File: src/rtl/decoder_dram_rreq_fsm_if.sv
// DRAM read-request side of the stego-frame reader: request, address,
// master-idle and read-beat strobes.
interface decoder_dram_rreq_fsm_if #(
  parameter int ADDR_WIDTH = 32
);
  logic [ADDR_WIDTH-1:0] dram_raddr;
  logic                  dram_rreq;
  logic                  axi_m_can_accept_rreq;
  logic                  rnext;

  modport master (
    output dram_raddr,
    output dram_rreq,
    input  axi_m_can_accept_rreq,
    input  rnext
  );

  modport slave (
    input  dram_raddr,
    input  dram_rreq,
    output axi_m_can_accept_rreq,
    output rnext
  );
endinterface

File: src/rtl/decoder_dram_rreq_fsm.sv
// Queues stego frame base addresses and walks each frame as DRAM bursts.
// Define DECODER_RREQ_ABORT_EN to add the abort_decoding input.
module decoder_dram_rreq_fsm #(
  parameter int ADDR_WIDTH         = 32,
  parameter int DATA_WIDTH         = 32,
  parameter int IMG_RBURST_LEN     = 128,
  parameter int NUM_RREQS_PER_SIMG = 7200,
  parameter int BADDR_QUEUE_DEPTH  = 4
) (
  input  logic                  axi_clk,
  input  logic                  axi_reset,
  input  logic [ADDR_WIDTH-1:0] simg_baddr,
  input  logic                  begin_decoding,
  input  logic                  simg_infifo_has_space,
`ifdef DECODER_RREQ_ABORT_EN
  input  logic                  abort_decoding,
`endif
  decoder_dram_rreq_fsm_if.master dram,
  output logic                  simg_infifo_wr_en,
  output logic                  baddr_queue_full,
  output logic                  done_decoding
);

  localparam int BEAT_W  = $clog2(IMG_RBURST_LEN + 1);
  localparam int BURST_W = $clog2(NUM_RREQS_PER_SIMG + 1);
  localparam int CNT_W   = $clog2(BADDR_QUEUE_DEPTH + 1);
  localparam int PTR_W   =
    (BADDR_QUEUE_DEPTH > 1) ? $clog2(BADDR_QUEUE_DEPTH) : 1;

  localparam logic [ADDR_WIDTH-1:0] STRIDE =
    ADDR_WIDTH'(IMG_RBURST_LEN * DATA_WIDTH / 8);
  localparam logic [BEAT_W-1:0] BEAT_LAST =
    BEAT_W'(IMG_RBURST_LEN - 1);
  localparam logic [BURST_W-1:0] BURST_MAX =
    BURST_W'(NUM_RREQS_PER_SIMG);
  localparam logic [BURST_W-1:0] BURST_ONE = BURST_W'(1);
  localparam logic [CNT_W-1:0] Q_DEPTH =
    CNT_W'(BADDR_QUEUE_DEPTH);
  localparam logic [PTR_W-1:0] PTR_LAST =
    PTR_W'(BADDR_QUEUE_DEPTH - 1);

  typedef enum logic [2:0] {
    RREQ_IDLE,
    GET_SIMG_BADDR,
    START_READ_SIMG,
    READ_SIMG,
    RREQ_DECIDE_NEXT
  } state_t;

  state_t state, state_nxt;

  logic [ADDR_WIDTH-1:0] q_mem [BADDR_QUEUE_DEPTH];
  logic [PTR_W-1:0]      q_rd, q_wr;
  logic [CNT_W-1:0]      q_cnt;
  logic                  q_empty, push, pop;

  logic [ADDR_WIDTH-1:0] pend_addr, simg_addr;
  logic [BEAT_W-1:0]     beat_cnt;
  logic [BURST_W-1:0]    burst_cnt;
  logic                  last_beat, frame_end;

  // kill: abort seen this cycle; quit: burst in flight must end in idle
  logic kill, quit;
`ifdef DECODER_RREQ_ABORT_EN
  logic abort_pend;

  always_ff @(posedge axi_clk) begin
    if (axi_reset)
      abort_pend <= 1'b0;
    else if (state != READ_SIMG)
      abort_pend <= 1'b0;
    else if (abort_decoding)
      abort_pend <= 1'b1;
  end

  assign kill = abort_decoding;
  assign quit = abort_decoding | abort_pend;
`else
  assign kill = 1'b0;
  assign quit = 1'b0;
`endif

  assign q_empty          = (q_cnt == '0);
  assign baddr_queue_full = (q_cnt == Q_DEPTH);
  assign pop  = (state == RREQ_IDLE) && !q_empty && !kill;
  assign push = begin_decoding && !kill &&
                (!baddr_queue_full || pop);

  always_ff @(posedge axi_clk) begin
    if (push)
      q_mem[q_wr] <= simg_baddr;
  end

  always_ff @(posedge axi_clk) begin
    if (axi_reset || kill) begin
      q_rd  <= '0;
      q_wr  <= '0;
      q_cnt <= '0;
    end else begin
      if (push)
        q_wr <= (q_wr == PTR_LAST) ? '0 : q_wr + PTR_W'(1);
      if (pop)
        q_rd <= (q_rd == PTR_LAST) ? '0 : q_rd + PTR_W'(1);
      unique case ({push, pop})
        2'b10:   q_cnt <= q_cnt + CNT_W'(1);
        2'b01:   q_cnt <= q_cnt - CNT_W'(1);
        default: q_cnt <= q_cnt;
      endcase
    end
  end

  assign last_beat = dram.rnext && (beat_cnt == BEAT_LAST);
  assign frame_end = (burst_cnt >= BURST_MAX);

  always_ff @(posedge axi_clk) begin
    if (axi_reset)
      state <= RREQ_IDLE;
    else
      state <= state_nxt;
  end

  always_comb begin
    state_nxt = state;
    unique case (state)
      RREQ_IDLE:
        if (pop) state_nxt = GET_SIMG_BADDR;
      GET_SIMG_BADDR:
        state_nxt = START_READ_SIMG;
      START_READ_SIMG:
        if (simg_infifo_has_space && dram.axi_m_can_accept_rreq)
          state_nxt = READ_SIMG;
      READ_SIMG:
        if (last_beat)
          state_nxt = quit ? RREQ_IDLE : RREQ_DECIDE_NEXT;
      RREQ_DECIDE_NEXT:
        state_nxt = frame_end ? RREQ_IDLE : START_READ_SIMG;
      default:
        state_nxt = RREQ_IDLE;
    endcase
    if (kill && state != READ_SIMG)
      state_nxt = RREQ_IDLE;
  end

  always_comb begin
    simg_infifo_wr_en = 1'b0;
    done_decoding     = 1'b0;
    if (state == READ_SIMG)
      simg_infifo_wr_en = dram.rnext;
    if (state == RREQ_DECIDE_NEXT)
      done_decoding = frame_end && !kill;
  end

  always_ff @(posedge axi_clk) begin
    if (axi_reset) begin
      pend_addr       <= '0;
      simg_addr       <= '0;
      dram.dram_raddr <= '0;
      dram.dram_rreq  <= 1'b0;
      beat_cnt        <= '0;
      burst_cnt       <= BURST_ONE;
    end else begin
      dram.dram_raddr <= simg_addr;
      dram.dram_rreq  <= (state == START_READ_SIMG) &&
                         (state_nxt == READ_SIMG);
      if (pop)
        pend_addr <= q_mem[q_rd];
      unique case (state)
        GET_SIMG_BADDR: begin
          simg_addr <= pend_addr;
          burst_cnt <= BURST_ONE;
        end
        START_READ_SIMG:
          if (state_nxt == READ_SIMG) beat_cnt <= '0;
        READ_SIMG:
          if (dram.rnext) beat_cnt <= beat_cnt + BEAT_W'(1);
        RREQ_DECIDE_NEXT:
          if (state_nxt == START_READ_SIMG) begin
            simg_addr <= simg_addr + STRIDE;
            burst_cnt <= burst_cnt + BURST_ONE;
          end
        default: ;
      endcase
      if (state_nxt == RREQ_IDLE)
        burst_cnt <= BURST_ONE;
    end
  end

endmodule

File: src/flat_wrapper.sv
// flat-port wrapper written by rule: the top's interface ports become plain ports
module decoder_dram_rreq_fsm_flat 
#(
  parameter int ADDR_WIDTH         = 32,
  parameter int DATA_WIDTH         = 32,
  parameter int IMG_RBURST_LEN     = 128,
  parameter int NUM_RREQS_PER_SIMG = 7200,
  parameter int BADDR_QUEUE_DEPTH  = 4
)
  (axi_clk, axi_reset, simg_baddr, begin_decoding, simg_infifo_has_space, simg_infifo_wr_en, baddr_queue_full, done_decoding, dram_dram_raddr, dram_dram_rreq, dram_axi_m_can_accept_rreq, dram_rnext);
  decoder_dram_rreq_fsm_if #(.ADDR_WIDTH(ADDR_WIDTH)) dram_i ();
  input  logic axi_clk;
  input  logic axi_reset;
  input  logic [ADDR_WIDTH-1:0] simg_baddr;
  input  logic begin_decoding;
  input  logic simg_infifo_has_space;
  output logic simg_infifo_wr_en;
  output logic baddr_queue_full;
  output logic done_decoding;
  output wire logic [$bits(dram_i.dram_raddr)-1:0] dram_dram_raddr;
  output wire logic [$bits(dram_i.dram_rreq)-1:0] dram_dram_rreq;
  input wire logic [$bits(dram_i.axi_m_can_accept_rreq)-1:0] dram_axi_m_can_accept_rreq;
  input wire logic [$bits(dram_i.rnext)-1:0] dram_rnext;
  assign dram_dram_raddr = dram_i.dram_raddr;
  assign dram_dram_rreq = dram_i.dram_rreq;
  assign dram_i.axi_m_can_accept_rreq = dram_axi_m_can_accept_rreq;
  assign dram_i.rnext = dram_rnext;
  decoder_dram_rreq_fsm #(.ADDR_WIDTH(ADDR_WIDTH), .DATA_WIDTH(DATA_WIDTH), .IMG_RBURST_LEN(IMG_RBURST_LEN), .NUM_RREQS_PER_SIMG(NUM_RREQS_PER_SIMG), .BADDR_QUEUE_DEPTH(BADDR_QUEUE_DEPTH)) u_core (.axi_clk(axi_clk), .axi_reset(axi_reset), .simg_baddr(simg_baddr), .begin_decoding(begin_decoding), .simg_infifo_has_space(simg_infifo_has_space), .dram(dram_i), .simg_infifo_wr_en(simg_infifo_wr_en), .baddr_queue_full(baddr_queue_full), .done_decoding(done_decoding));
endmodule
File: config.mk
export PLATFORM = sky130hd
export DESIGN_NAME = decoder_dram_rreq_fsm_flat
export DESIGN_NICKNAME = d
export VERILOG_FILES = /design/src/rtl/decoder_dram_rreq_fsm_if.sv /design/src/rtl/decoder_dram_rreq_fsm.sv /design/src/flat_wrapper.sv
export SDC_FILE = /design/constraint.sdc
export NUM_CORES = 1
export LEC_CHECK = 0
export BUFFER_PORTS_ARGS = -buffer_cell sky130_fd_sc_hd__buf_2
export CAP_MARGIN = 30
export CORE_ASPECT_RATIO = 2
export CORE_MARGIN = 2
export CORE_UTILIZATION = 62
export CTS_BUF_LIST = sky130_fd_sc_hd__clkbuf_2 sky130_fd_sc_hd__clkbuf_4 sky130_fd_sc_hd__clkbuf_8
export CTS_CLUSTER_SIZE = 40
export DETAILED_ROUTE_END_ITERATION = 10
export PLACE_DENSITY = 0.82
export SYNTH_ARGS = -nofsm -noshare
export SYNTH_HDL_FRONTEND = slang
export SYNTH_SLANG_ARGS = --single-unit
File: constraint.sdc
create_clock -name axi_clk -period 3 [get_ports axi_clk]
set_input_delay 0.9 -clock axi_clk [delete_from_list [all_inputs] [get_ports axi_clk]]
set_output_delay 0.9 -clock axi_clk [all_outputs]
set_load 0.005 [all_outputs]
* Word-level counts from Yosys, hierarchy flattened
Memories as Yosys holds them, arrays and structs flattened. A register that Yosys moved wholly into a read port is not among the register bits.
Cells that the tools add are included.
** Operators by class
- $add $sub $neg :: 7
- $lt $le $gt $ge :: 1
- Eq/ne operators :: 15
- Mux-type cells :: 19
- Reductions and logical operators :: 17
** Operators with widths (count)
- one-hot mux 32 bit (2 select lines) :: 1
- adder 32 x 10 -> 32 bit (second input constant) :: 1
- two-way mux 32 bit :: 1
- one-hot mux 13 bit (2 select lines) :: 1
- two-way mux 8 bit :: 2
- one-hot mux 8 bit (2 select lines) :: 1
- one-hot mux 3 bit (5 select lines) :: 1
- adder 13 x 1 -> 13 bit (second input constant) :: 1
- greater-or-equal comparator 13 bit (second input constant) :: 1
- two-way mux 13 bit :: 1
- == test 3 x 2 -> 1 bit (second input constant) :: 4
- logical NOT 3 bit :: 3
- two-way mux 3 bit :: 3
- adder 8 x 1 -> 8 bit (second input constant) :: 1
- == test 8 x 7 -> 1 bit (second input constant) :: 1
- == test 2 bit (second input constant) :: 3
- == test 3 bit (second input constant) :: 2
- two-way mux 2 bit :: 3
- inequality test 2 bit (second input constant) :: 3
- one-hot mux 3 bit (2 select lines) :: 1
- nonzero test 2 bit :: 3
- logical AND 1 bit :: 5
- adder 2 x 1 -> 2 bit (second input constant) :: 2
- two-way mux 1 bit :: 4
- 9 further kinds :: 10
** Storage, ports and cells
- Flip-flop bits (word level) :: 96
- RAM bits :: 128
- Word-level logic and storage cells :: 69
- Memories :: 1
** Memories
- u_core.q_mem :: depth 4, width 32, rd ports 1, clocked after Yosys merged registers in 1, write ports 1, RTL line decoder_dram_rreq_fsm.sv:52 : logic [ADDR_WIDTH-1:0] q_mem [BADDR_QUEUE_DEPTH];

* Longest topological paths before layout
Gate-level depths: netlist of the first run.
- Depth after elaboration :: 8
- Mapped depth :: 10
- Mapped depth without buffers :: 8

* Worst setup path after synthesis of the first run
OpenSTA, ideal clock, no wires.
- Path kind :: input to output
- Start :: input port dram_rnext
- End :: output port simg_infifo_wr_en
- Arrival time :: 1.441 ns
- Slack :: 0.659 ns
- Stages :: 4
- Buffers on the path :: 1
- Path through :: inv_1 or2_2 clkbuf_1 inv_1
** On the way
- Word-level cells in the longest chain between the ends :: 1
** RTL lines
- start: declaration :: RTL line flat_wrapper.sv:23 : input wire logic [$bits(dram_i.rnext)-1:0] dram_rnext;
- two-way mux 1 bit :: RTL line decoder_dram_rreq_fsm.sv:147 : if (state == READ_SIMG)
- end: declaration :: RTL line flat_wrapper.sv:17 : output logic simg_infifo_wr_en;
No other way between the ends.

* Worst setup path after layout of the first run
- Start :: register u_core.burst_cnt[6]
- End :: output port done_decoding
** On the way
- Word-level cells in the longest chain between the ends :: 2
** RTL lines
- start: declaration :: RTL line decoder_dram_rreq_fsm.sv:59 : logic [BURST_W-1:0] burst_cnt;
- start signal: assignment :: RTL line decoder_dram_rreq_fsm.sv:179 : burst_cnt <= burst_cnt + BURST_ONE;
- greater-or-equal comparator 13 bit :: RTL line decoder_dram_rreq_fsm.sv:113 : assign frame_end = (burst_cnt >= BURST_MAX);
- two-way mux 1 bit :: RTL line decoder_dram_rreq_fsm.sv:149 : if (state == RREQ_DECIDE_NEXT)
- end: declaration :: RTL line flat_wrapper.sv:19 : output logic done_decoding;
No other way between the ends.

==> impl_metrics.env, run 1 <==
export IMPL_status="finished clean"
export IMPL_reg2regPathDepth=5
export IMPL_min_path_type="flip-flop to flip-flop"
export IMPL_finalHoldViolCount=0
export IMPL_layout_commonest_cell="edfxtp_1"
export IMPL_async_reset_ff_share_pct=0
export IMPL_synth_seq_area_share_pct=64.31
export IMPL_fin_skew_ns=0.01921
export IMPL_synth_seq_cells=256
export IMPL_num_io_pins=74
export IMPL_cts_root_buffer="clkbuf_8"
export IMPL_hpwl_um=12130
export IMPL_die_area_sq_mm=0.01716
export IMPL_port_buffer_count=73
export IMPL_vias=6578
export IMPL_antenna_found_initial=0
export IMPL_grt_first_pass_wirelength_um=30950
export IMPL_cp_slowest_cell="or4_4"
export IMPL_power_leakage_nw=4.056
export IMPL_slew_viol_final=0
export IMPL_synth_edf_count=128
export IMPL_vias_per_cell=5.863
export IMPL_grt_pass1_vias=6537
export IMPL_initial_core_util_pct=63.14
export IMPL_final_cell_mix="edfxtp_1 (128), dfxtp_1 (126), nand2_1 (116)"
export IMPL_wl_met1_um=7080
export IMPL_clock_latency_ns=0.52
export IMPL_grt_usage_pct=22.81
export IMPL_cts_sinks=256
export IMPL_cp_end_kind="output port"
export IMPL_yosys_top_cells_area="edfxtp_1 (39%), dfxtp_1 (26%), mux4_2 (7.2%)"
export IMPL_grt_ovfl_total=0
export IMPL_path_class="flip-flop to output port"
export IMPL_gp_congestion=0.8630
export IMPL_worstPathCellList="or4_4 > o21ai_0 > nor2_1 > buf_2"
export IMPL_cts_resized_gates=0
export IMPL_reg2reg_to="u_core.simg_addr[27]$_SDFFE_PP0P_"
export IMPL_drt_iter0_markers=422
export IMPL_synthCells=819
export IMPL_postRouteAntennaNets=0
export IMPL_seq_area_sq_mm=0.006409
export IMPL_drc_errors=0
export IMPL_startpoint="u_core.burst_cnt[6]$_SDFFE_PP0P_"
export IMPL_syn_avg_cell_area_sq_um=12.16
export IMPL_cts_tree="done"
export IMPL_hold_path_end="u_core.simg_addr[6]$_SDFFE_PP0P_"
export IMPL_routedWlPerCell_um=17.00
export IMPL_hp_start="u_core.simg_addr[6]$_SDFFE_PP0P_"
export IMPL_antenna_cells=0
export IMPL_p_per_area_mw_per_mm2=845.0
export IMPL_min_period_ns=2.855
export IMPL_r2r_slack_ns=0.65
export IMPL_top_layer="met4"
export IMPL_slowest_delay_ns=0.58
export IMPL_multi_input_area_sq_mm=0.003319
export IMPL_cts_post_setup_buffers_inserted=0
export IMPL_max_slew_margin_pct=52.19
export IMPL_setup_viol=0
export IMPL_nNetsFinal=945
export IMPL_rows=65
export IMPL_ys_warn_count=0
export IMPL_h_tree_depth=2
export IMPL_required_ns=2.10
export IMPL_hold_buffers=0
export IMPL_place_inst=1061
export IMPL_wl_met2_um=10230
export IMPL_synthFlopType="edfxtp_1"
export IMPL_clockBufferDepth=3
export IMPL_routed_wl_um=19070
export IMPL_cp_buffers_inverters=1
export IMPL_synth_top_area_cell="edfxtp_1"
export IMPL_vdd_drop_max_mv=0.6380
export IMPL_core_area_sq_mm=0.01578
export IMPL_layoutNonFillerInstCount=1122
export IMPL_clk_pin_slew_ns=0.07
export IMPL_synth_cell_types=57
export IMPL_finalSetupTns_ns=0
export IMPL_dieWidth_um=93.63
export IMPL_critPathMaxFanout=4
export IMPL_tightest_slew_ns=0.7170
export IMPL_yosysTopAreaCellShare_pct=38.58
export IMPL_numCtsBuffers=35
export IMPL_grt_max_degree=99
export IMPL_finalCritPeriodShare_pct=95.17
export IMPL_crit_family="simple AND/OR/NAND/NOR gates"
export IMPL_syn_to_final_growth_pct=13.62
export IMPL_timing_fmax_mhz=350.2
export IMPL_synth_area_sq_mm=0.009962
export IMPL_critPathLaunchType="flip-flop"
export IMPL_final_layout_size_suffix_gt1_share_pct=21.06
export IMPL_drv_cap=0
export IMPL_dr_pass1_iters=6
export IMPL_r2r_start="u_core.burst_cnt[6]$_SDFFE_PP0P_"
export IMPL_critical_path_arrival_ns=1.96
export IMPL_die_h_um=183.3
export IMPL_syn_nets=867
export IMPL_wl_met3_um=927
export IMPL_hold_depth=2
export IMPL_grt_setup_unrepaired="false"
export IMPL_n_fill_cell=1116
-- synthesized netlist by cell type (all sizes together), types with 6 or more instances --
cell type and count:
nor2b 31, a211oi 9, inv 14, and2 8, nand2 117, clkbuf 41
ha 9, xor2 6, and3 10, dfxtp 128, mux4 32, edfxtp 128
nand4 9, o21ai 23, buf 8, o31ai 8, nand3 19, nor3 21
nor4 7, a21oi 80, nor2 45
-- sequential cells by signal (all words and copies together), names as in the netlist --
| signal | cells |
|---|---|
| u_core.simg_addr | 32 |
| u_core.q_wr | 2 |
| u_core.q_mem | 128 |
| u_core.burst_cnt | 13 |
| u_core.state | 3 |
| u_core.dram.dram_raddr | 32 |
| u_core.beat_cnt | 8 |
| u_core.q_cnt | 3 |
| u_core.dram.dram_rreq | 1 |
| u_core.q_rd | 2 |
| u_core.pend_addr | 32 |
-- metrics by stage --
| step | utilization, % | setup slack, ns | hold slack, ns | total power [mW] | area [sq um] |
|---|---|---|---|---|---|
| 2_1_floorplan | - | 0.6585 | 0.4318 | 6.120 | 9962 |
| 3_3_place_gp | 66.88 | 0.4972 | 0.4375 | 6.676 | 10550 |
| 3_5_place_dp | 66.88 | 0.4716 | 0.4427 | 6.749 | 10550 |
| 4_1_cts | 71.73 | 0.1009 | 0.4546 | 9.635 | 11320 |
| 5_1_grt | 71.74 | 0.06868 | 0.4725 | 10.05 | 11320 |
| 6_report | 71.74 | 0.1449 | 0.4524 | 9.564 | 11320 |
-- metal layers --
metal	global-route usage, %	up-vias
li1	-	3156
met1	24.98	3139
met2	41.53	222
met3	3.574	61
met4	12.17	0
met5	0	-
-- worst max-delay path by stage --
stage / endpoint / slack [ns] / depth (start not counted)
floorplan: simg_infifo_wr_en / 0.66 / 4
global placement: simg_infifo_wr_en / 0.50 / 5
detailed placement: simg_infifo_wr_en / 0.47 / 5
CTS: simg_infifo_wr_en / 0.10 / 4
global route: done_decoding / 0.07 / 4
finish: done_decoding / 0.14 / 4
-- cell families (layout without fill, tap and decap cells) --
family	after synthesis	count (layout)	share of synthesized area, %
DFF	256	256	64.31
AOI/OAI and AO/OA	151	151	9.181
and+or+nand+nor	297	297	14.63
xor gates and xnor gates	9	9	0.7913
muxes	33	33	7.335
buffers and inverters	63	165	2.424
adders and majority gates	10	10	1.331
-- cell type report --
| type | count | area share, % |
|---|---|---|
| Inverter | 14 | 0.4643 |
| Timing Repair Buffer | 90 | 4.599 |
| Tap cell | 201 | 2.222 |
| Sequential cell | 256 | 56.62 |
| Multi-Input combinational cell | 500 | 29.33 |
| Clock inverter | 14 | 1.548 |
| Clock buffer | 47 | 5.218 |
-- report_power, final --
part           switching, mW  internal, mW
Clock                   1.23          1.63
Combinational           1.26         0.937
Sequential             0.341          4.16
-- worst reg2reg max path: stages, from the launching register on --
cell and delay (ns):
dfxtp_1 0.34, or4_4 0.58, o21a_1 0.28, o21ai_2 0.60, a21oi_1 0.16, nor4_1 0.29
Power figures use the tool's default switching activity.
==> inputs of run 2 (changes only) <==
--- a/config.mk
+++ b/config.mk
@@ -6,5 +6,6 @@
 export NUM_CORES = 1
 export LEC_CHECK = 0
-export BUFFER_PORTS_ARGS = -buffer_cell sky130_fd_sc_hd__buf_2
+export ABC_AREA = 1
+export BUFFER_PORTS_ARGS = -buffer_cell sky130_fd_sc_hd__buf_4
 export CAP_MARGIN = 30
 export CORE_ASPECT_RATIO = 2
==> constraint.sdc (replaced) <==
create_clock -name axi_clk -period 3 [get_ports axi_clk]
set_input_delay 0.9 -clock axi_clk [delete_from_list [all_inputs] [get_ports axi_clk]]
set_output_delay 0.9 -clock axi_clk [all_outputs]
set_load 0.02 [all_outputs]
==> run 2 against run 1 <==
Flip-flop and latch count unchanged. Setup slack gained 0.33 ns. Critical path type unchanged. Non-clock buffer count shrank 4. Largest power group unchanged. Maximum frequency up 13%. Clock power is 4% lower. Synthesized cell count is 38% higher. Critical path depth unchanged.
==> impl_metrics.env, run 2 <==
export IMPL_status="finished clean"
export IMPL_syn_nets=1181
export IMPL_r2r_slack_ns=0.93
export IMPL_path_class="flip-flop to output port"
export IMPL_finalHoldViolCount=0
export IMPL_synth_most_common_cell="nor2_1"
export IMPL_antenna_found_initial=0
export IMPL_cts_tree="done"
export IMPL_vdd_drop_max_mv=0.6431
export IMPL_grt_setup_unrepaired="false"
export IMPL_cp_slowest_cell="dfxtp_1"
export IMPL_dr_pass1_iters=5
export IMPL_critPathMaxFanout=26
export IMPL_stdcell_area_sq_mm=0.01182
export IMPL_drc_errors=0
export IMPL_r2r_start="u_core.state[1]$_SDFF_PP0_"
export IMPL_antenna_cells=0
export IMPL_final_layout_size_suffix_gt1_share_pct=13.93
export IMPL_worstPathCellList="nor2_4 > nand2_4 > nor2_1 > buf_4"
export IMPL_die_area_sq_mm=0.01791
export IMPL_dieWidth_um=95.65
export IMPL_rows=67
export IMPL_vias_per_cell=5.518
export IMPL_placed_area_sq_mm=0.01107
export IMPL_required_ns=2.10
export IMPL_yosysTopAreaCellShare_pct=36.91
export IMPL_cp_end_kind="output port"
export IMPL_async_reset_ff_share_pct=0
export IMPL_hold_path_end="u_core.dram.dram_raddr[6]$_SDFF_PP0_"
export IMPL_n_fill_cell=1194
export IMPL_synth_seq_cells=256
export IMPL_hp_start="u_core.simg_addr[6]$_SDFFE_PP0P_"
export IMPL_core_area_sq_mm=0.01660
export IMPL_synth_seq_area_share_pct=61.51
export IMPL_synthFlopType="edfxtp_1"
export IMPL_numCtsBuffers=36
export IMPL_cts_sinks=256
export IMPL_vias=7918
export IMPL_cts_resized_gates=0
export IMPL_reg2reg_to="u_core.burst_cnt[10]$_SDFFE_PP0P_"
export IMPL_clk_pin_slew_ns=0.07
export IMPL_syn_to_final_growth_pct=13.49
export IMPL_layout_commonest_cell="nor2_1"
export IMPL_slew_viol_final=0
export IMPL_min_period_ns=2.526
export IMPL_largest_reg_flops=128
export IMPL_synth_top_area_cell="edfxtp_1"
export IMPL_synth_edf_count=128
export IMPL_clock_latency_ns=0.50
export IMPL_syn_avg_cell_area_sq_um=9.192
export IMPL_grt_pass1_vias=7583
export IMPL_yosys_top_cells_area="edfxtp_1 (37%), dfxtp_1 (25%), nor2_1 (8.2%)"
export IMPL_fin_skew_ns=0.01366
export IMPL_grt_first_pass_wirelength_um=35340
export IMPL_synthTopCellsByCount="nor2_1 (228), o21ai_0 (158), nand2_1 (157)"
export IMPL_cts_root_buffer="clkbuf_8"
export IMPL_initial_core_util_pct=62.75
export IMPL_grt_ovfl_total=0
export IMPL_cp_buffers_inverters=1
export IMPL_max_slew_margin_pct=38.77
export IMPL_hold_depth=2
export IMPL_h_tree_depth=2
export IMPL_num_io_pins=74
export IMPL_finalCritPeriodShare_pct=84.19
export IMPL_seq_area_sq_mm=0.006407
export IMPL_timing_fmax_mhz=395.9
export IMPL_nNetsFinal=1250
export IMPL_top_register="u_core.q_mem"
export IMPL_final_cell_mix="nor2_1 (224), o21ai_0 (158), nand2_1 (157)"
export IMPL_reg2regPathDepth=10
export IMPL_critPathLaunchType="flip-flop"
export IMPL_routedWlPerCell_um=15.02
export IMPL_slowest_delay_ns=0.37
export IMPL_grt_max_degree=68
export IMPL_routed_wl_um=21550
export IMPL_clockBufferDepth=3
export IMPL_p_per_area_mw_per_mm2=859.4
export IMPL_port_buffer_count=73
export IMPL_synth_cell_types=37
export IMPL_grt_usage_pct=24.61
export IMPL_synthCells=1133
export IMPL_drv_cap=0
export IMPL_synth_area_sq_mm=0.01041
export IMPL_tightest_slew_ns=0.9171
export IMPL_finalSetupTns_ns=0
export IMPL_multi_input_area_sq_mm=0.003393
export IMPL_place_inst=1371
export IMPL_layoutNonFillerInstCount=1435
export IMPL_hold_buffers=0
export IMPL_cts_post_setup_buffers_inserted=0
export IMPL_power_leakage_nw=4.584
export IMPL_crit_family="simple AND/OR/NAND/NOR gates"
export IMPL_hpwl_um=13650
export IMPL_postRouteAntennaNets=0
export IMPL_gp_congestion=0.8866
export IMPL_setup_viol=0
export IMPL_drt_iter0_markers=473
export IMPL_die_h_um=187.3
export IMPL_min_path_type="flip-flop to flip-flop"
export IMPL_ys_warn_count=0
export IMPL_critical_path_arrival_ns=1.63
run 2: area by class of cell:
type / instances / area share (%)
flip-flops and latches: 256 / 54.21
multi-input cells: 725 / 28.71
clock buffers: 53 / 5.642
repair buffers: 86 / 5.462
inverters: 97 / 3.080
well taps: 207 / 2.191
clock inverters: 11 / 0.7092
run 2: metal layers:
layer | part of all wire, % | track usage, %
met5 | 0 | 0
met4 | 2.3 | 9.341
met3 | 4.7 | 2.820
met2 | 51 | 41.18
met1 | 42 | 32.51
run 2: cells by family (layout without fill, tap and decap cells):
logic type / count (synthesis) / count (layout) / synth area share (%)
AO/OA/AOI/OAI: 249 / 249 / 12.64
adder cells (fa/ha/maj): 10 / 10 / 1.273
AND/OR/NAND/NOR: 461 / 461 / 18.15
XOR/XNOR: 5 / 5 / 0.4205
flip-flops: 256 / 256 / 61.51
buffers and inverters: 152 / 247 / 6.007
run 2: worst max path at each step:
stage	startpoint	endpoint	slack [ns]	depth (start not counted)
6_report	u_core.state[1]$_SDFF_PP0_	done_decoding	0.47	4
5_1_grt	u_core.burst_cnt[10]$_SDFFE_PP0P_	done_decoding	0.37	5
4_1_cts	u_core.burst_cnt[10]$_SDFFE_PP0P_	done_decoding	0.43	5
3_5_place_dp	dram_rnext	simg_infifo_wr_en	0.74	4
3_3_place_gp	dram_rnext	simg_infifo_wr_en	0.76	4
2_1_floorplan	begin_decoding	u_core.q_mem[0][0]$_DFFE_PP_	0.17	2
run 2: power breakdown:
group	internal (mW)	switching (mW)
combinational	0.845	1.86
sequential	4.33	0.366
clock	1.52	1.24
total	6.70	3.46
run 2: worst register-to-register path, delay by kind of cell, from the launching register on:
kind	cells	cell delay, ns
simple gates	6	0.95
compound gates	1	0.19
flops	1	0.45
buf+inv	3	0.38
run 2: stage by stage:
stage	setup slack (ns)	hold WS [ns]	utilization (%)	power (mW)
after floorplan	0.1692	0.4101	-	6.702
after global placement	0.7609	0.4198	66.69	7.301
after detailed placement	0.7439	0.4235	66.69	7.453
after CTS	0.4295	0.4307	71.21	10.20
after global routing	0.3734	0.4357	71.21	10.78
final	0.4744	0.4291	71.21	10.16
